[src/rtl/i2c_req_arbiter.sv]
// Round-robin arbiter sharing one I2C master among NREQ register-read requesters, with watchdog abort.
// Latency: request sampled in IDLE cycle N gives m_start at N+1; m_done at M gives resp_valid at M+1.
// Backpressure: requests are level-held until resp_valid; no grant while m_busy or while a transaction is open.
module i2c_req_arbiter #(
  parameter int NREQ    = 4,
  parameter int TIMEOUT = 520000
) (
  input  logic              clk,
  input  logic              rst,
  input  logic [NREQ-1:0]   req_valid,
  input  logic [7*NREQ-1:0] req_devaddr,
  input  logic [8*NREQ-1:0] req_regaddr,
  output logic [NREQ-1:0]   resp_valid,
  output logic [15:0]       resp_data,
  output logic              resp_err,
  output logic [1:0]        grant_id,
  output logic              m_start,
  output logic [6:0]        m_devaddr,
  output logic [7:0]        m_regaddr,
  input  logic              m_busy,
  input  logic              m_done,
  input  logic [15:0]       m_data,
  input  logic              m_nack
);

  typedef enum logic [1:0] {S_IDLE, S_ISSUE, S_WAIT, S_RESP} state_t;

  // The timer holds cycles-since-m_start minus one, so expiring on the
  // incremented value makes resp_valid land exactly TIMEOUT cycles after m_start.
  localparam logic [19:0] TO_LAST  = 20'(TIMEOUT - 1);
  localparam logic [1:0]  LAST_IDX = 2'(NREQ - 1);

  state_t      state_q, state_d;
  logic [1:0]  rr_ptr_q, rr_ptr_d;
  logic [19:0] timer_q, timer_d;
  logic [1:0]  grant_q, grant_d;
  logic [6:0]  dev_q, dev_d;
  logic [7:0]  reg_q, reg_d;
  logic [15:0] rdata_q, rdata_d;
  logic        rerr_q, rerr_d;

  logic        pick_vld;
  logic [1:0]  pick_idx;
  logic [1:0]  scan_idx;

  // Round-robin pick: scan from the farthest slot back to rr_ptr so the
  // nearest requesting index (starting at rr_ptr) is the last one written.
  always_comb begin
    pick_vld = 1'b0;
    pick_idx = '0;
    scan_idx = '0;
    for (int i = NREQ - 1; i >= 0; i--) begin
      scan_idx = 2'((int'(rr_ptr_q) + i) % NREQ);
      if (req_valid[scan_idx]) begin
        pick_vld = 1'b1;
        pick_idx = scan_idx;
      end
    end
  end

  // FSM next-state and pulse outputs; latched values default to holding.
  always_comb begin
    state_d    = state_q;
    rr_ptr_d   = rr_ptr_q;
    timer_d    = timer_q;
    grant_d    = grant_q;
    dev_d      = dev_q;
    reg_d      = reg_q;
    rdata_d    = rdata_q;
    rerr_d     = rerr_q;
    m_start    = 1'b0;
    resp_valid = '0;
    case (state_q)
      S_IDLE: begin
        if (pick_vld && !m_busy) begin
          grant_d = pick_idx;
          dev_d   = req_devaddr[7*pick_idx +: 7];
          reg_d   = req_regaddr[8*pick_idx +: 8];
          state_d = S_ISSUE;
        end
      end
      S_ISSUE: begin
        m_start = 1'b1;
        timer_d = '0;
        state_d = S_WAIT;
      end
      S_WAIT: begin
        timer_d = timer_q + 20'd1;
        // A completion in the expiry cycle takes precedence over the abort.
        if (m_done) begin
          rdata_d = m_data;
          rerr_d  = m_nack;
          state_d = S_RESP;
        end else if (timer_d == TO_LAST) begin
          rdata_d = '0;
          rerr_d  = 1'b1;
          state_d = S_RESP;
        end
      end
      S_RESP: begin
        resp_valid[grant_q] = 1'b1;
        rr_ptr_d = (grant_q == LAST_IDX) ? 2'd0 : grant_q + 2'd1;
        state_d  = S_IDLE;
      end
      default: state_d = S_IDLE;
    endcase
  end

  // State and latched output registers; reset aborts any open transaction.
  always_ff @(posedge clk or negedge rst) begin
    if (!rst) begin
      state_q  <= S_IDLE;
      rr_ptr_q <= '0;
      timer_q  <= '0;
      grant_q  <= '0;
      dev_q    <= '0;
      reg_q    <= '0;
      rdata_q  <= '0;
      rerr_q   <= 1'b0;
    end else begin
      state_q  <= state_d;
      rr_ptr_q <= rr_ptr_d;
      timer_q  <= timer_d;
      grant_q  <= grant_d;
      dev_q    <= dev_d;
      reg_q    <= reg_d;
      rdata_q  <= rdata_d;
      rerr_q   <= rerr_d;
    end
  end

  assign grant_id  = grant_q;
  assign m_devaddr = dev_q;
  assign m_regaddr = reg_q;
  assign resp_data = rdata_q;
  assign resp_err  = rerr_q;

endmodule

[config.mk]
export PLATFORM = sky130hd
export DESIGN_NAME = i2c_req_arbiter
export DESIGN_NICKNAME = d
export VERILOG_FILES = /design/src/rtl/i2c_req_arbiter.sv
export SDC_FILE = /design/constraint.sdc
export NUM_CORES = 1
export LEC_CHECK = 0
export ABC_CLOCK_PERIOD_IN_PS = 2900
export CORE_ASPECT_RATIO = 1.2
export CORE_MARGIN = 5
export CORE_UTILIZATION = 30
export DETAILED_ROUTE_END_ITERATION = 10
export GPL_TIMING_DRIVEN = 0
export SLEW_MARGIN = 20
export SYNTH_ARGS = -nofsm -noshare
export SYNTH_HDL_FRONTEND = slang
export SYNTH_SLANG_ARGS = --single-unit
export TNS_END_PERCENT = 5
[constraint.sdc]
create_clock -name clk -period 2.9 [get_ports clk]
set_input_delay 0.435 -clock clk [delete_from_list [all_inputs] [get_ports clk]]
set_output_delay 0.435 -clock clk [all_outputs]
set_load 0.005 [all_outputs]
# After elaboration in Yosys (flattened, before gate mapping)
# Index checks and enable logic that the tools add are counted.
dict set report classes {
  n_addsub 5
  multipliers 1
  div_mod_pow 0
  n_lt_le_gt_ge 6
  eq_ne 7
  shifts 2
  muxes 30
  bitwise 0
  n_reduce_logical 9
}
# cell n
set ops {}
lappend ops {{$pmux 20 s2} 1}
lappend ops {{$mux 16} 2}
lappend ops {{$shiftx 32x6->8} 1}
lappend ops {{$shiftx 28x6->7} 1}
lappend ops {{$add 20x1->20 const B} 1}
lappend ops {{$eq 20x19->1 const B} 1}
lappend ops {{$mux 2} 8}
lappend ops {{$lt 2x3->1 const B} 5}
lappend ops {{$mux 1} 12}
lappend ops {{$bmux 1 s2} 4}
lappend ops {{$pmux 2 s4} 1}
lappend ops {{$eq 2x2->1 const B} 3}
lappend ops {{$reduce_and 2->1} 3}
lappend ops {{$mul 3x2->5 const A} 1}
lappend ops {{$add 2x1->2 const B} 2}
lappend ops {{$add 2x2->2 const B} 2}
lappend ops {{$mux 4} 1}
lappend ops {{$reduce_bool 2->1} 2}
lappend ops {{$ne 3x3->1 const B} 1}
lappend ops {{$demux 1 s2} 1}
lappend ops {{$eq 2x1->1 const B} 1}
lappend ops {{$ge 2x1->1 const B} 1}
lappend ops {{$logic_and 1x1->1} 2}
lappend ops {{$logic_not 2->1} 1}
lappend ops {{2 further kinds} 2}
dict set report word_totals {
  reg_bits 58
  latch_bits 0
  mem_bits_rw 0
  mem_bits_ro 0
  memories 0
}

# Longest topological paths before layout
dict set report depth {
  depth_word 10
  depth_mapped 9
  mapped_depth_nobuf 7
}

# Worst setup path before layout
# Ideal clock, no wire load.
dict set report synth_timing {
  path_type {flip-flop to flip-flop}
  from {register timer_q[0]}
  to {register rdata_q[10] (netlist: resp_data[10])}
  setup_time_ps 125
  arrival_time_ps 2143
  t_required_ps 2775
  path_slack_ps 632
  path_stages_with_launch 10
  path_buffers 2
  synth_period_minus_slack_ps 2268
  path_cell_list {dfrtp_1 > ha_1 > clkbuf_8 > inv_1 > a211oi_1 > a2bb2oi_1 > or4_4 > nor3_4 > buf_8 > o21ai_2}
}
dict set report synth_via {
  elab_chain_len 4
}
# item line
set synth_rtl {}
lappend synth_rtl {{start: declaration} 35} ;# logic [19:0] timer_q, timer_d;
lappend synth_rtl {{start signal: assignment} 123} ;# timer_q <= timer_d;
lappend synth_rtl {{$add 20x1->20} 88} ;# timer_d = timer_q + 20'd1;
lappend synth_rtl {{$eq 20x19->1} 94} ;# end else if (timer_d == TO_LAST) begin
lappend synth_rtl {{$reduce_bool 2->1 (no line)} -}
lappend synth_rtl {{$reduce_and 2->1 (no line)} -}
lappend synth_rtl {{end signal: assignment} 127} ;# rdata_q <= rdata_d;
lappend synth_rtl {{end: declaration} 39} ;# logic [15:0] rdata_q, rdata_d;
# Every way passes these cells.
# A chain may end at the register's enable or synchronous reset.

# Worst setup path in the final report
dict set report layout_timing {
  from {input port req_valid[3]}
  to {register reg_q[2] (netlist: m_regaddr[2])}
}
dict set report layout_via {
  elab_chain_len 8
  word_cells_on_any_way 19
}
# item line
set layout_rtl {}
lappend layout_rtl {{start: declaration} 10} ;# input logic [NREQ-1:0] req_valid,
lappend layout_rtl {{parallel branches: the longest is 8 deep, another holds $shiftx 32x6->8} -}
lappend layout_rtl {{end signal: assignment} 126} ;# reg_q <= reg_d;
lappend layout_rtl {{end: declaration} 38} ;# logic [7:0] reg_q, reg_d;
# Parallel ways; which one is timed is not known. The select of a mux whose other input is x is not followed.

==> summary.md <==
| Metric | Value |
|---|---|
| FFs w/ async S/R, synth | `100%` |
| Mapped cell area | `0.00376 mm^2` |
| Max-cap violations | `0` |
| Most common cell after layout, fill and taps aside | `clkdlybuf4s50_1` |
| R2R cell count | `9` |
| H-Tree Level Count | `3` |
| Post-synthesis sequential area ratio | `38.6%` |
| Final setup violation count | `0` |
| Period utilization | `89.7%` |
| CTS clk-pin slew, worst paths | `0.05 ns` |
| Die Span Y | `133 um` |
| Comb power frac | `46.8%` |
| Num CTS Buffers | `9` |
| Power consumption | `4.59 mW` |
| Final core utilization | `45.5%` |
| Hold WC Path Type | `input pin to asynchronous set/reset pin` |
| Post-synth EDFFs | `0` |
| Clock tree sinks | `58` |
| Root Buffer Master | `clkbuf_16` |
| Rows | `44` |
| Register bit total from synthesis | `58` |
| Worst Tran Pin Value | `0.571 ns` |
| Longest Clk Path Bufs | `2` |
| CP Max Fanout | `10` |
| Initial core utilization | `30.8%` |
| Final WL | `10700 um` |
| Net Sw Power | `1.56 mW` |
| Initial antenna violation count | `0` |
| CP Capture Type | `flop` |
| Cell Chain, Critical Path | `clkdlybuf4s50_1 -> nand2_1 -> and3_1 -> a311oi_1 -> buf_2 -> mux2i_1 -> mux2i_1 -> mux2_2` |
| Run status | `completed` |
| Yosys cell types | `58` |
| Max VDD drop | `0.383 mV` |
| CP Class | `input pin to flop` |
| Setup Buffers After CTS | `0` |
| Clk pwr share | `25.8%` |
| F_max | `384 MHz` |
| Post_cts resized | `0` |
| Max incr delay on CP | `0.55 ns` |
| Top_reg_cell synth | `dfrtp_1` |
| Worst Setup Start Kind | `input pin` |
| Total grt overflow | `0` |
| Sequential Power Share | `27.3%` |
| Number of DRC markers in iteration 0 | `126` |
| Pin count of the biggest net entering global routing | `55` |
| Max-slew headroom | `61.9%` |
| Post-Synth XOR/XNOR Area | `0.931%` |
| Sw Share | `34.0%` |
| Slew Viols, Final | `0` |
| Mux cell area share after synthesis | `17.3%` |
| DR WL/cell | `15.7 um` |
| Die W | `112 um` |
| TritonCTS clock tree | `done` |
| Post-DP HPWL | `8110 um` |
| Crit path arrival time | `2.81 ns` |
| Die area | `0.0149 mm^2` |
| DR pass1 iterations | `4` |
| Layout Nets | `610` |
| Vias per cell | `4.96` |
| Layout cell share with drive strength beyond 1 | `13.3%` |
| Compound-Gate Fraction of Synth Area | `16.4%` |
| Pwr/cell area | `826 mW/mm^2` |
| Core area | `0.0122 mm^2` |
| Routed Antenna Nets | `0` |
| Syn nets | `475` |
| Placed cell count | `663` |
| Leak Pwr | `2.32 nW` |
| RSZ-0062 raised after global routing | `no` |
| Ant diodes | `0` |
| GR Util All Layers | `14.6%` |
| Non-Filler Instances | `680` |
| Area growth from synthesis to layout | `47.7%` |
| Via count | `3371` |
| Most frequent cells in the layout | `clkdlybuf4s50_1, dfrtp_1, mux2i_1` |
| Ys Warns | `0` |
| Fin crit period | `2.60 ns` |
| Vias in the first global route | `3422` |
| Adder-cell share of the synthesized area | `3.66%` |
| Post-route DRC violation count | `0` |
| Avg Inst Size Synth | `9.93 um^2` |
| Cell Int Power | `3.03 mW` |
| RePlAce Congestion | `0.927` |
| Cells after synthesis | `379` |
| First-pass GRT wire length | `17700 um` |
| Largest family of logic cells by synthesized area | `simple AND/OR/NAND/NOR gates` |
| Slowest-stage cell, CP | `clkdlybuf4s50_1` |
| Worst endpoint required time | `3.11 ns` |
| Ports | `124` |
| Most used cell along the critical path | `mux2i_1` |
| Clock Skew | `0.00731 ns` |
| Post-Synth Simple-Gate Area | `18.0%` |
| CTS Hold Bufs | `1` |
| Fin. Hold Viols | `0` |
| Port bufs | `122` |
| Worst-Skew Late Latency | `0.33 ns` |
final cells by class:
type / count / area [um^2]
buffer: 26 / 154
timing repair buffer: 124 / 1260
tap: 161 / 201
clock buffer: 12 / 267
sequential: 58 / 1450
inverter: 11 / 41.3
fill: 1176 / 6660
multi-input combinational: 284 / 2120
clock inverter: 4 / 72.6
stage by stage:
stage          cell area (um^2)  hold slack, ns  setup TNS, ns  setup slack, ns
2_1_floorplan              3760           0.139              0            0.632
3_3_place_gp               5190           0.488         -34.46           -0.597
3_5_place_dp               5210           0.251         -0.126           -0.105
4_1_cts                    5560           0.465              0            0.247
5_1_grt                    5560           0.479              0            0.124
6_report                   5560           0.474              0            0.298
power groups by stage:
stage          sequential (mW)  clock, mW  combinational (mW)
5_1_grt                   1.29       1.27                2.37
2_1_floorplan             1.26          0                1.22
6_report                  1.25       1.19                2.15
3_3_place_gp              1.26          0                2.15
3_5_place_dp              1.27          0                2.18
4_1_cts                   1.26       1.22                2.19
registers in the layout, indices dropped and copies added, names as in the netlist:
signal	cells
timer_q	20
resp_data	16
m_regaddr	8
m_devaddr	7
grant_id	2
rr_ptr_q	2
state_q	2
resp_err	1
final timing paths:
| path | end | startpoint | slack (ns) |
|---|---|---|---|
| max | m_regaddr[2] | req_valid[3] | 0.30 |
| min | m_devaddr[1] | rst | 0.47 |
| max reg2reg | resp_data[13] | timer_q[0] | 0.33 |
| min reg2reg | m_regaddr[3] | m_regaddr[3] | 0.50 |
| max in group asynchronous | timer_q[9] | rst | 1.96 |
| min in group clk | m_regaddr[3] | m_regaddr[3] | 0.50 |
worst max-delay path: cells and delay by family:
| kind | cells | cell delay, ns |
|---|---|---|
| buffers and inverters | 2 | 0.97 |
| multiplexers | 3 | 0.68 |
| AO/OA/AOI/OAI | 1 | 0.48 |
| AND/OR/NAND/NOR | 2 | 0.23 |
Yosys cell counts (3+ instances only):
| library cell | n | share of area, % |
|---|---|---|
| dfrtp_1 | 58 | 39 |
| xnor2_1 | 3 | 0.70 |
| nand2_1 | 46 | 4.6 |
| nor3_1 | 3 | 0.40 |
| buf_2 | 4 | 0.53 |
| nand3_1 | 8 | 1.1 |
| nand4_1 | 4 | 0.66 |
| clkbuf_1 | 13 | 1.3 |
| nor2_1 | 9 | 0.90 |
| nor3b_1 | 4 | 0.80 |
| o21ai_0 | 23 | 3.1 |
| nand2b_1 | 19 | 3.2 |
| o21ai_2 | 10 | 2.3 |
| and2_1 | 6 | 1.0 |
| a22oi_1 | 16 | 3.2 |
| ha_1 | 11 | 3.7 |
| o31ai_1 | 12 | 2.4 |
| inv_1 | 10 | 1.0 |
| a21oi_1 | 6 | 0.80 |
| a31oi_1 | 3 | 0.50 |
| mux2i_1 | 47 | 12 |
| mux2_2 | 16 | 4.8 |
cell families (layout without fill, tap and decap cells):
logic type / after synthesis / count (layout)
AOI/OAI and AO/OA: 88 / 88
xor gates and xnor gates: 4 / 4
adders and majority gates: 11 / 11
buffers and inverters: 37 / 177
DFF: 58 / 58
muxes: 63 / 63
and+or+nand+nor: 118 / 118
metal layers:
layer  GRT usage [%]  share of wire, %  up-vias
met2            23.8                48      123
met5               0                 0        -
met4            5.01               1.4        0
met3            5.30               7.6       13
li1                -                 -     1648
met1            17.8                43     1587
(Power assumes the default switching activity.)
